===== config.mk =====
export PLATFORM = sky130hd
export DESIGN_NAME = bcd_timer_core_flat
export DESIGN_NICKNAME = d
export VERILOG_FILES = /design/src/rtl/timer_pkg.sv /design/src/rtl/bcd_timer_core_if.sv /design/src/rtl/bcd_mmss_counter.sv /design/src/rtl/bcd_timer_core.sv /design/src/flat_wrapper.sv
export SDC_FILE = /design/constraint.sdc
export NUM_CORES = 1
export LEC_CHECK = 0
export CAP_MARGIN = 10
export CORE_AREA = 2 2 106 118
export DETAILED_ROUTE_END_ITERATION = 8
export DIE_AREA = 0 0 108 120
export HOLD_SLACK_MARGIN = 0.03
export SYNTH_ARGS = -nofsm -noshare
export SYNTH_HDL_FRONTEND = slang
export SYNTH_SLANG_ARGS = --single-unit

===== constraint.sdc =====
create_clock -name CLK_50MHZ -period 4 [get_ports CLK_50MHZ]
set_input_delay 0.8 -clock CLK_50MHZ [delete_from_list [all_inputs] [get_ports CLK_50MHZ]]
set_output_delay 0.8 -clock CLK_50MHZ [all_outputs]
set_load 0.05 [all_outputs]

===== src/rtl/timer_pkg.sv =====
// Shared encodings for the MM:SS timer: run states, BCD digit and MM:SS value types.
// The VGA painter imports the same state encoding to decode actualState.
package timer_pkg;

   typedef enum logic [2:0] {
      ST_IDLE  = 3'd0,
      ST_SET   = 3'd1,
      ST_RUN   = 3'd2,
      ST_PAUSE = 3'd3,
      ST_DONE  = 3'd4
   } timer_state_t;

   typedef logic [3:0] bcd_t;

   typedef struct packed {
      bcd_t m_dec;
      bcd_t m_unit;
      bcd_t s_dec;
      bcd_t s_unit;
   } mmss_t;

   localparam mmss_t MMSS_ZERO = '0;

   // Up-count terminal value: max_min:59.
   function automatic mmss_t mmss_max(input int max_min);
      mmss_t v;
      v.m_dec  = bcd_t'(max_min / 10);
      v.m_unit = bcd_t'(max_min % 10);
      v.s_dec  = 4'd5;
      v.s_unit = 4'd9;
      return v;
   endfunction

endpackage


===== src/rtl/bcd_timer_core_if.sv =====
// Button inputs and display outputs of the timer core, shared with its driver and the VGA painter.
interface bcd_timer_core_if;
   logic       start;
   logic       stop;
   logic       delete;
   logic       incrementSeconds;
   logic       incrementMinutes;
   logic       mode_down;
   logic [3:0] mDecimal;
   logic [3:0] mUnit;
   logic [3:0] sDecimal;
   logic [3:0] sUnit;
   logic [2:0] actualState;
   logic       running;
   logic       finish;
   logic       alarm;

   modport master (
      output start, stop, delete, incrementSeconds, incrementMinutes, mode_down,
      input  mDecimal, mUnit, sDecimal, sUnit, actualState, running, finish, alarm
   );

   modport slave (
      input  start, stop, delete, incrementSeconds, incrementMinutes, mode_down,
      output mDecimal, mUnit, sDecimal, sUnit, actualState, running, finish, alarm
   );
endinterface


===== src/rtl/bcd_mmss_counter.sv =====
// Four-digit BCD MM:SS register with edit increments and up/down ticking with carry/borrow.
// is_zero/is_max describe the value being loaded this cycle, so the FSM can react in the same edge.
module bcd_mmss_counter
   import timer_pkg::*;
#(
   parameter int MAX_MIN = 99
) (
   input  logic  CLK_50MHZ,
   input  logic  reset,
   input  logic  load_zero,
   input  logic  inc_sec,
   input  logic  inc_min,
   input  logic  tick_up,
   input  logic  tick_down,
   output mmss_t value,
   output logic  is_zero,
   output logic  is_max
);

   localparam mmss_t TOP = mmss_max(MAX_MIN);

   mmss_t value_reg;
   mmss_t value_next;

   function automatic mmss_t sec_up(input mmss_t v);
      mmss_t r;
      r = v;
      if (v.s_unit == 4'd9) begin
         r.s_unit = 4'd0;
         r.s_dec  = (v.s_dec == 4'd5) ? 4'd0 : v.s_dec + 4'd1;
      end else begin
         r.s_unit = v.s_unit + 4'd1;
      end
      return r;
   endfunction

   function automatic mmss_t sec_down(input mmss_t v);
      mmss_t r;
      r = v;
      if (v.s_unit == 4'd0) begin
         r.s_unit = 4'd9;
         r.s_dec  = (v.s_dec == 4'd0) ? 4'd5 : v.s_dec - 4'd1;
      end else begin
         r.s_unit = v.s_unit - 4'd1;
      end
      return r;
   endfunction

   function automatic mmss_t min_up(input mmss_t v);
      mmss_t r;
      r = v;
      if (v.m_dec == TOP.m_dec && v.m_unit == TOP.m_unit) begin
         r.m_dec  = 4'd0;
         r.m_unit = 4'd0;
      end else if (v.m_unit == 4'd9) begin
         r.m_unit = 4'd0;
         r.m_dec  = v.m_dec + 4'd1;
      end else begin
         r.m_unit = v.m_unit + 4'd1;
      end
      return r;
   endfunction

   // Borrow out of 00 minutes wraps to the top of the range.
   function automatic mmss_t min_down(input mmss_t v);
      mmss_t r;
      r = v;
      if (v.m_dec == 4'd0 && v.m_unit == 4'd0) begin
         r.m_dec  = TOP.m_dec;
         r.m_unit = TOP.m_unit;
      end else if (v.m_unit == 4'd0) begin
         r.m_unit = 4'd9;
         r.m_dec  = v.m_dec - 4'd1;
      end else begin
         r.m_unit = v.m_unit - 4'd1;
      end
      return r;
   endfunction

   always_comb begin
      value_next = value_reg;
      if (load_zero) begin
         value_next = MMSS_ZERO;
      end else if (tick_down) begin
         value_next = sec_down(value_reg);
         if (value_reg.s_dec == 4'd0 && value_reg.s_unit == 4'd0)
            value_next = min_down(value_next);
      end else if (tick_up) begin
         value_next = sec_up(value_reg);
         if (value_reg.s_dec == 4'd5 && value_reg.s_unit == 4'd9)
            value_next = min_up(value_next);
      end else begin
         if (inc_sec)
            value_next = sec_up(value_next);
         if (inc_min)
            value_next = min_up(value_next);
      end
   end

   always_ff @(posedge CLK_50MHZ) begin
      if (reset)
         value_reg <= MMSS_ZERO;
      else
         value_reg <= value_next;
   end

   assign value   = value_reg;
   assign is_zero = (value_next == MMSS_ZERO);
   assign is_max  = (value_next == TOP);

endmodule


===== src/rtl/bcd_timer_core.sv =====
// MM:SS timer core: button edge detection, run-control FSM, 1 Hz prescaler and timed alarm
// around a BCD MM:SS counter.
module bcd_timer_core
   import timer_pkg::*;
#(
   parameter int CLK_DIV      = 50_000_000,
   parameter int MAX_MIN      = 99,
   parameter int ALARM_CYCLES = 100_000_000
) (
   input logic             CLK_50MHZ,
   input logic             reset,
   bcd_timer_core_if.slave tif
);

   localparam int PW = $clog2(CLK_DIV);
   localparam int AW = $clog2(ALARM_CYCLES + 1);
   localparam logic [PW-1:0] PRESC_LAST = PW'(CLK_DIV - 1);
   localparam logic [AW-1:0] ALARM_LOAD = AW'(ALARM_CYCLES - 1);

   localparam int B_START = 0;
   localparam int B_STOP  = 1;
   localparam int B_DEL   = 2;
   localparam int B_INCS  = 3;
   localparam int B_INCM  = 4;
   localparam int NBTN    = 5;

   logic [NBTN-1:0] btn_lvl;
   logic [NBTN-1:0] btn_reg;
   logic [NBTN-1:0] btn_prev_reg;
   logic [NBTN-1:0] btn_ev;

   timer_state_t  state_reg;
   timer_state_t  state_next;
   logic [PW-1:0] presc_reg;
   logic [AW-1:0] alarm_cnt_reg;
   logic          mode_down_reg;
   logic          running_reg;
   logic          finish_reg;
   logic          alarm_reg;

   mmss_t value;
   logic  next_zero;
   logic  next_max;

   logic tick, editable, legal, start_ok, stop_done, load_zero;
   logic inc_sec_en, inc_min_en, tick_up_en, tick_down_en, hit_terminal, finish_set;

   assign btn_lvl = {tif.incrementMinutes, tif.incrementSeconds, tif.delete, tif.stop, tif.start};

   for (genvar gi = 0; gi < NBTN; gi++) begin : g_edge
      assign btn_ev[gi] = btn_reg[gi] & ~btn_prev_reg[gi];
   end

   assign tick      = (state_reg == ST_RUN) && (presc_reg == PRESC_LAST);
   assign editable  = (state_reg == ST_IDLE) || (state_reg == ST_SET) || (state_reg == ST_PAUSE);
   assign legal     = editable || (state_reg == ST_RUN) || (state_reg == ST_DONE);
   // From IDLE (00:00) only an up count makes sense to start.
   assign start_ok  = btn_ev[B_START] && !btn_ev[B_DEL] &&
                      ((state_reg == ST_SET) || (state_reg == ST_PAUSE) ||
                       (state_reg == ST_IDLE && !tif.mode_down));
   assign stop_done = btn_ev[B_STOP] && (state_reg == ST_DONE);
   assign load_zero = !legal || btn_ev[B_DEL] || stop_done;

   assign inc_sec_en   = editable && btn_ev[B_INCS] && !btn_ev[B_DEL] && !start_ok;
   assign inc_min_en   = editable && btn_ev[B_INCM] && !btn_ev[B_DEL] && !start_ok;
   assign tick_down_en = tick && !btn_ev[B_DEL] && mode_down_reg;
   assign tick_up_en   = tick && !btn_ev[B_DEL] && !mode_down_reg;
   assign hit_terminal = mode_down_reg ? next_zero : next_max;

   bcd_mmss_counter #(
      .MAX_MIN (MAX_MIN)
   ) u_counter (
      .CLK_50MHZ (CLK_50MHZ),
      .reset     (reset),
      .load_zero (load_zero),
      .inc_sec   (inc_sec_en),
      .inc_min   (inc_min_en),
      .tick_up   (tick_up_en),
      .tick_down (tick_down_en),
      .value     (value),
      .is_zero   (next_zero),
      .is_max    (next_max)
   );

   always_comb begin
      state_next = state_reg;
      case (state_reg)
         ST_IDLE, ST_SET: begin
            if (start_ok)
               state_next = ST_RUN;
            else if (inc_sec_en || inc_min_en)
               state_next = next_zero ? ST_IDLE : ST_SET;
         end
         ST_PAUSE: begin
            if (start_ok)
               state_next = ST_RUN;
         end
         ST_RUN: begin
            // A tick that reaches the terminal value beats a coincident stop.
            if (tick && hit_terminal)
               state_next = ST_DONE;
            else if (btn_ev[B_STOP])
               state_next = ST_PAUSE;
         end
         ST_DONE: begin
            if (btn_ev[B_STOP])
               state_next = ST_IDLE;
         end
         default: state_next = ST_IDLE;
      endcase
      if (btn_ev[B_DEL])
         state_next = ST_IDLE;
   end

   assign finish_set = (state_reg == ST_RUN) && (state_next == ST_DONE);

   always_ff @(posedge CLK_50MHZ) begin
      if (reset) begin
         btn_reg       <= '0;
         btn_prev_reg  <= '0;
         state_reg     <= ST_IDLE;
         presc_reg     <= '0;
         alarm_cnt_reg <= '0;
         mode_down_reg <= 1'b1;
         running_reg   <= 1'b0;
         finish_reg    <= 1'b0;
         alarm_reg     <= 1'b0;
      end else begin
         btn_reg      <= btn_lvl;
         btn_prev_reg <= btn_reg;
         state_reg    <= state_next;
         running_reg  <= (state_next == ST_RUN);
         finish_reg   <= finish_set;

         if (start_ok)
            mode_down_reg <= tif.mode_down;

         // Outside RUN the prescaler holds; every resume starts a fresh second.
         if (btn_ev[B_DEL] || start_ok)
            presc_reg <= '0;
         else if (state_reg == ST_RUN)
            presc_reg <= tick ? '0 : presc_reg + 1'b1;

         if (btn_ev[B_DEL] || stop_done) begin
            alarm_reg     <= 1'b0;
            alarm_cnt_reg <= '0;
         end else if (finish_set) begin
            alarm_reg     <= 1'b1;
            alarm_cnt_reg <= ALARM_LOAD;
         end else if (alarm_reg) begin
            if (alarm_cnt_reg == '0)
               alarm_reg <= 1'b0;
            else
               alarm_cnt_reg <= alarm_cnt_reg - 1'b1;
         end
      end
   end

   assign tif.mDecimal    = value.m_dec;
   assign tif.mUnit       = value.m_unit;
   assign tif.sDecimal    = value.s_dec;
   assign tif.sUnit       = value.s_unit;
   assign tif.actualState = state_reg;
   assign tif.running     = running_reg;
   assign tif.finish      = finish_reg;
   assign tif.alarm       = alarm_reg;

endmodule


===== src/flat_wrapper.sv =====
// flat-port wrapper written by rule: the top's interface ports become plain ports
module bcd_timer_core_flat import timer_pkg::*;
#(
   parameter int CLK_DIV      = 50_000_000,
   parameter int MAX_MIN      = 99,
   parameter int ALARM_CYCLES = 100_000_000
)
  (CLK_50MHZ, reset, tif_start, tif_stop, tif_delete, tif_incrementSeconds, tif_incrementMinutes, tif_mode_down, tif_mDecimal, tif_mUnit, tif_sDecimal, tif_sUnit, tif_actualState, tif_running, tif_finish, tif_alarm);
  bcd_timer_core_if tif_i ();
  input logic CLK_50MHZ;
  input logic reset;
  input wire logic [$bits(tif_i.start)-1:0] tif_start;
  input wire logic [$bits(tif_i.stop)-1:0] tif_stop;
  input wire logic [$bits(tif_i.delete)-1:0] tif_delete;
  input wire logic [$bits(tif_i.incrementSeconds)-1:0] tif_incrementSeconds;
  input wire logic [$bits(tif_i.incrementMinutes)-1:0] tif_incrementMinutes;
  input wire logic [$bits(tif_i.mode_down)-1:0] tif_mode_down;
  output wire logic [$bits(tif_i.mDecimal)-1:0] tif_mDecimal;
  output wire logic [$bits(tif_i.mUnit)-1:0] tif_mUnit;
  output wire logic [$bits(tif_i.sDecimal)-1:0] tif_sDecimal;
  output wire logic [$bits(tif_i.sUnit)-1:0] tif_sUnit;
  output wire logic [$bits(tif_i.actualState)-1:0] tif_actualState;
  output wire logic [$bits(tif_i.running)-1:0] tif_running;
  output wire logic [$bits(tif_i.finish)-1:0] tif_finish;
  output wire logic [$bits(tif_i.alarm)-1:0] tif_alarm;
  assign tif_i.start = tif_start;
  assign tif_i.stop = tif_stop;
  assign tif_i.delete = tif_delete;
  assign tif_i.incrementSeconds = tif_incrementSeconds;
  assign tif_i.incrementMinutes = tif_incrementMinutes;
  assign tif_i.mode_down = tif_mode_down;
  assign tif_mDecimal = tif_i.mDecimal;
  assign tif_mUnit = tif_i.mUnit;
  assign tif_sDecimal = tif_i.sDecimal;
  assign tif_sUnit = tif_i.sUnit;
  assign tif_actualState = tif_i.actualState;
  assign tif_running = tif_i.running;
  assign tif_finish = tif_i.finish;
  assign tif_alarm = tif_i.alarm;
  bcd_timer_core #(.CLK_DIV(CLK_DIV), .MAX_MIN(MAX_MIN), .ALARM_CYCLES(ALARM_CYCLES)) u_core (.CLK_50MHZ(CLK_50MHZ), .reset(reset), .tif(tif_i));
endmodule

==> Yosys cells after proc, flatten, opt, wreduce, memory -nomap -nowiden <==
Index checks and enable logic that the tools add are counted.
{ "totals": {"regBits": 86, "out_inout_bits": 22} }
{ "classes": {"n_addsub": 12, "n_eq_ne": 15, "n_mux": 42, "bitwise_logic": 11, "reduce_logical": 51} }
{ "op_table": {"columns": ["op", "n"], "rows": [
  ["$mux W16", 9],
  ["$mux W27", 3],
  ["$mux W4", 12],
  ["$mux W8", 4],
  ["$logic_not A27 Y1", 1],
  ["$sub A27 B1 Y27 const B", 1],
  ["$add A26 B1 Y26 const B", 1],
  ["$eq A26 B26 Y1 const B", 1],
  ["$mux W26", 1],
  ["$add A4 B1 Y4 const B", 6],
  ["$logic_and A1 B1 Y1", 21],
  ["$mux W3", 7],
  ["$eq A4 B4 Y1 const B", 5],
  ["$eq A16 B16 Y1 const B", 1],
  ["$logic_not A16 Y1", 1],
  ["$logic_not A4 Y1", 4],
  ["$sub A4 B1 Y4 const B", 4],
  ["$pmux W3 S4", 1],
  ["$logic_or A1 B1 Y1", 11],
  ["$eq A3 B2 Y1 const B", 3],
  ["$eq A3 B3 Y1 const B", 2],
  ["$not A1 Y1", 6],
  ["$reduce_or A2 Y1", 3],
  ["$and A1 B1 Y1", 5],
  ["other kinds (9)", 18]
]} }

==> Longest topological paths before layout <==
{ "depth": {"ltp_word": 28, "ltp_mapped": 13, "ltp_nobuf": 11} }

==> By module <==
Synthesis repeated with hierarchy kept, for this count alone.
{ "unflattened": {"hier_cells": 609, "hier_area_um2": 5021.1} }
{ "modules_own_cells": {"columns": ["module", "n_inst", "cells_per_inst", "area_per_inst_um2"], "rows": [
  ["bcd_timer_core", 1, 397, 3388.2],
  ["bcd_mmss_counter", 1, 212, 1632.8]
]} }

==> Worst setup path after synthesis <==
Ideal clock, no wire load.
{ "synth_path": {"path_kind": "register -> register", "from": "reg u_core.u_counter.value_reg, in the netlist u_core.u_counter.value[0]", "to": "reg u_core.finish_reg (netlist: u_core.tif.finish)", "setup_ns": 0.115, "t_arrival_ns": 3.061, "t_required_ns": 3.885, "slack_ns": 0.824, "path_stages_with_launch": 13, "cell_sequence": "dfxtp_1 > inv_1 > ha_1 > nor3b_2 > nand2_1 > nor2_1 > mux4_2 > a221o_1 > nand4_1 > nor3_1 > o211a_1 > buf_4 > and2_1"} }
{ "synth_via": {"elab_chain_cells": 18, "word_cells_on_any_way": 32, "cone_classes": "add/sub (2); eq/ne (3); mux (21); reduce/logical (6)"} }
{ "synth_lines": {"columns": ["element", "line_no", "rtl"], "rows": [
  ["from (decl)", "bcd_mmss_counter.sv:22", "mmss_t value_reg;"],
  ["from (signal assigned)", "bcd_mmss_counter.sv:104", "value_reg <= value_next;"],
  ["$add A4 B1 Y4 / $eq A4 B4 Y1 (equally long branches)", "bcd_mmss_counter.sv:32, bcd_mmss_counter.sv:28, bcd_mmss_counter.sv:90", null],
  ["$mux W4", "bcd_mmss_counter.sv:28", "if (v.s_unit == 4'd9) begin"],
  ["$mux W8", "bcd_mmss_counter.sv:93", "if (inc_sec)"],
  ["$mux W16", "bcd_mmss_counter.sv:88", "end else if (tick_up) begin"],
  ["$mux W16", "bcd_mmss_counter.sv:84", "end else if (tick_down) begin"],
  ["$mux W16", "bcd_mmss_counter.sv:82", "if (load_zero) begin"],
  ["$mux W16", "bcd_mmss_counter.sv:95", "if (inc_min)"],
  ["$mux W16", "bcd_mmss_counter.sv:88", null],
  ["[... 2 more ...]", null, null],
  ["$eq A16 B16 Y1 / $logic_not A16 Y1 (equally long branches)", "bcd_mmss_counter.sv:109, bcd_mmss_counter.sv:108", null],
  ["$mux W1, on equally long branches", "bcd_timer_core.sv:68, bcd_timer_core.sv:92", null],
  ["$logic_and A1 B1 Y1 / $mux W3 (equally long branches)", "bcd_timer_core.sv:100, bcd_timer_core.sv:91", null],
  ["$mux W3, on equally long branches", "bcd_timer_core.sv:100, bcd_timer_core.sv:89", null],
  ["$pmux W3 S4 *", "bcd_timer_core.sv:87", "case (state_reg)"],
  ["$mux W3 *", "bcd_timer_core.sv:111", "if (btn_ev[B_DEL])"],
  ["$eq A3 B3 Y1 *", "bcd_timer_core.sv:115", "assign finish_set = (state_reg == ST_RUN) && (state_next == ST_DONE);"],
  ["$logic_and A1 B1 Y1 *", "bcd_timer_core.sv:115", null],
  ["to (signal assigned)", "bcd_timer_core.sv:133", "finish_reg <= finish_set;"],
  ["to (decl)", "bcd_timer_core.sv:38", "logic finish_reg;"]
]} }
Mark *: on every way between the ends. The rest lies on a longest branch, timed or not. The select of a mux whose other input is x is not followed.
A chain may end at the register's enable or synchronous reset.

==> Worst setup path after layout <==
{ "layout_path": {"from": "in tif_mode_down", "to": "reg u_core.alarm_cnt_reg[6]"} }
{ "layout_via": {"elab_chain_cells": 24, "word_cells_on_any_way": 33, "cone_classes": "eq/ne (3); mux (17); reduce/logical (13)"} }
{ "layout_lines": {"columns": ["element", "line_no", "rtl"], "rows": [
  ["from (decl)", "flat_wrapper.sv:17", "input wire logic [$bits(tif_i.mode_down)-1:0] tif_mode_down;"],
  ["$logic_not A1 Y1 *", "bcd_timer_core.sv:60", "(state_reg == ST_IDLE && !tif.mode_down));"],
  ["$logic_and A1 B1 Y1 *", "bcd_timer_core.sv:60", null],
  ["$logic_or A1 B1 Y1 *", "bcd_timer_core.sv:59", "((state_reg == ST_SET) || (state_reg == ST_PAUSE) ||"],
  ["$logic_and A1 B1 Y1 *", "bcd_timer_core.sv:58", "assign start_ok = btn_ev[B_START] && !btn_ev[B_DEL] &&"],
  ["$logic_not A1 Y1", "bcd_timer_core.sv:64, bcd_timer_core.sv:65", null],
  ["$logic_and A1 B1 Y1", "bcd_timer_core.sv:64", "assign inc_sec_en = editable && btn_ev[B_INCS] && !btn_ev[B_DEL] && !start_ok;"],
  ["$mux W8", "bcd_mmss_counter.sv:93", null],
  ["$mux W16", "bcd_mmss_counter.sv:88", null],
  ["[... 8 more ...]", null, null],
  ["$logic_and A1 B1 Y1 / $mux W3 (equally long branches)", "bcd_timer_core.sv:100, bcd_timer_core.sv:91", null],
  ["$mux W3, on equally long branches", "bcd_timer_core.sv:100, bcd_timer_core.sv:89", null],
  ["$pmux W3 S4 *", "bcd_timer_core.sv:87", null],
  ["$mux W3 *", "bcd_timer_core.sv:111", null],
  ["$eq A3 B3 Y1 *", "bcd_timer_core.sv:115", null],
  ["$logic_and A1 B1 Y1 *", "bcd_timer_core.sv:115", null],
  ["$ne A2 B1 Y1 (no line) / $reduce_bool A2 Y1 (equally long branches)", null, null],
  ["$reduce_and A2 Y1 (no line)", null, null],
  ["to (signal assigned)", "bcd_timer_core.sv:154", "alarm_cnt_reg <= alarm_cnt_reg - 1'b1;"],
  ["to (decl)", "bcd_timer_core.sv:35", "logic [AW-1:0] alarm_cnt_reg;"]
]} }
Marks and branches as above.

==> flow_metrics.tcl <==
set metrics [dict create \
    outcome "complete, no violations" \
    synth_edf_count 0 \
    numCtsBuffers 9 \
    start_util_pct 44.1 \
    ctsHtreeMaxLevel 3 \
    grt_start_max_net_pins 26 \
    dr.max_layer_used "met4" \
    rsz0062_at_grt "false" \
    dieWidth_um 108 \
    max_cap_violations 0 \
    regArea_mm2 0.00172 \
    async_flop_share_pct 0 \
    ys_seq_area_share_pct 33.1 \
    layout-drive-gt1-share_pct 9.55 \
    die_area_mm2 0.0130 \
    cts_hold_buffers 0 \
    avgRoutedWirePerCell_um 16.1 \
    gr-usage-all-layers_pct 21.2 \
    ys_seq_elements 86 \
    p_sw_share_pct 23.1 \
    cts_tree "yes" \
    port_buffers 29 \
    cp_max_fo 20 \
    cts_setup_buffers 0 \
    insertion_delay_ns 0.34 \
    dpl.hpwl_mm 9.68 \
    hold_viol_final 0 \
    intPower_w 0.00150 \
    dp.cells 800 \
    p_comb_share_pct 8.7 \
    p_sw_w 0.000452 \
    tightest_slew_ns 0.914 \
    dieHeight_um 120 \
    nNetsFinal 680 \
    clockBufferDepth 2 \
    place.gp.congestion 0.902 \
    hold_class "register to register" \
    synthFlopType "dfxtp_1" \
    grt_antenna_before_repair 0 \
    seqPwrFrac_pct 44.9 \
    setup_viol 0 \
    dr_wl_met2_mm 6.21 \
    synth_top_area_cell "dfxtp_1" \
    syn-num-nets 656 \
    slew_viol_final 0 \
    min_period_over_period_pct 89.1 \
    grt_pass1_wl_mm 22.1 \
    fin_cells 814 \
    multi_input_area_mm2 0.00326 \
    max-vdd-ir-drop_v 0.000212 \
    slew-limit-headroom_pct 39.1 \
    finClkSkew_ns 0.0122 \
    leakage_nw 2.27 \
    area_growth_pct 14.5 \
    yosysUniqueCellTypes 74 \
    dr.pass1.iters 5 \
    mappedNetlistArea_mm2 0.00521 \
    via_per_inst 5.68 \
    antenna_cells 0 \
    avgSynthCellArea_um2 8.23 \
    vias 4625 \
    ant_nets 0 \
    cp.arrival_ns 3.74 \
    power_frac_clock_pct 46.3 \
    numClockSinks 86 \
    cts_resized 0 \
    drtIter0Drc 171 \
    clockRootBuffer "clkbuf_16" \
    crit_path_start_kind "input pin" \
    power_density_mw_per_mm2 328 \
    fin_util_pct 50.4 \
    fmax_mhz 281 \
    critPathRequiredTime_ns 4.18 \
    io_pins 30 \
    largest_reg_flops 27 \
    core_area_mm2 0.0118 \
    synthCells 633 \
    rows 42 \
    yosysTopAreaCellShare_pct 33.1 \
    wl_met1_mm 5.78 \
    path_clk_slew_ns 0.06 \
    synth_area_leaders "dfxtp_1 (33%), nor2_1 (5.7%), xnor2_1 (4.7%)" \
    finalCriticalPeriod_ns 3.56 \
    grt_pass1_vias 4637 \
    fill_cells 1162 \
    setup_tns_ns 0 \
    wl_met3_um 478 \
    path_class "input pin to register" \
    wl_mm 13.1 \
    drc 0 \
    worst_setup_path_end_kind "register" \
    grt_overflow 0 \
    synth_warnings 0 \
]
critical path, cell delays in order:
cell and delay, ns:
clkdlybuf4s50_1 0.57, nand2b_4 0.08, a2111o_1 0.52, or4_1 0.55
o211ai_1 0.16, and3_1 0.21, nor4_1 0.07, and4_1 0.24
o2111ai_1 0.10, buf_4 0.29, o21ai_0 0.14
layout make-up:
| cell class | count | area share [%] |
|---|---|---|
| multi-input cells | 498 | 54.7 |
| flip-flops and latches | 86 | 28.9 |
| repair buffers | 43 | 6.63 |
| clock buffers | 11 | 4.24 |
| well taps | 154 | 3.23 |
| inverters | 19 | 1.20 |
| clock inverters | 3 | 1.15 |
Yosys cell counts, types with 5 or more instances:
library cell  number
dfxtp_1           86
nor2_1            79
nand2_1           50
o21ai_0           31
nor3_1            28
xnor2_1           28
nand3_1           25
xor2_1            23
a21oi_1           20
inv_1             19
clkbuf_1          17
ha_1              15
nor2b_1           15
nor4_1            14
and2_1            12
nand2b_1          11
nand4_1            9
a31oi_1            8
o211ai_1           8
or4_1              8
mux2i_1            7
o21ai_2            7
or3_1              7
and3_1             6
o31ai_1            6
and3b_1            5
nand3b_1           5
placed cells by master (no fill, tap or decap), types with 14 or more instances in the layout:
cell type,instances
nor3_1,28
nand2_1,50
dfxtp_1,86
nand3_1,25
xor2_1,23
inv_1,19
clkdlybuf4s50_1,29
xnor2_1,28
nor4_1,14
ha_1,15
nor2_1,79
nor2b_1,15
a21oi_1,20
o21ai_0,31
buf_4,14
routing by layer:
| metal | global-route usage, % | vias to the layer above |
|---|---|---|
| met4 | 11.6 | 0 |
| met2 | 35.4 | 112 |
| li1 | - | 2311 |
| met5 | 0 | - |
| met3 | 3.15 | 31 |
| met1 | 26.0 | 2171 |
cells by family after synthesis:
group / synth area share (%)
xor+xnor: 8.58
buf+inv: 4.37
simple gates: 32.3
fa+ha+maj: 3.60
flops: 33.1
mux: 1.99
compound gates: 16.1
power by group through the flow:
| stage | clock [W] | sequential, W | combinational, W |
|---|---|---|---|
| after floorplan | 0 | 0.000904 | 0.000113 |
| after global placement | 0 | 0.000897 | 0.000169 |
| after detailed placement | 0 | 0.000898 | 0.000170 |
| after CTS | 0.000926 | 0.000879 | 0.000171 |
| after global routing | 0.000961 | 0.000880 | 0.000186 |
| final | 0.000907 | 0.000879 | 0.000171 |
stage by stage:
stage	setup slack (ns)	cell area [µm²]	hold WS [ns]	total power, W
after floorplan	0.824	5210	0.427	0.00102
after global placement	0.182	5640	0.451	0.00107
after detailed placement	0.0833	5640	0.450	0.00107
after CTS	0.433	5960	0.467	0.00198
after global routing	0.176	5960	0.484	0.00203
final	0.436	5960	0.466	0.00196
worst paths after layout:
path                                                 from  cells after the start                      end  slack, ns
worst min-delay path                    u_core.btn_reg[3]                      1   u_core.btn_prev_reg[3]       0.47
worst max-delay path                        tif_mode_down                     11  u_core.alarm_cnt_reg[6]       0.44
worst min register to register          u_core.btn_reg[3]                      1   u_core.btn_prev_reg[3]       0.47
worst max register to register  u_core.u_counter.value[4]                     11  u_core.alarm_cnt_reg[6]       0.57
Power figures use the tool's default switching activity.
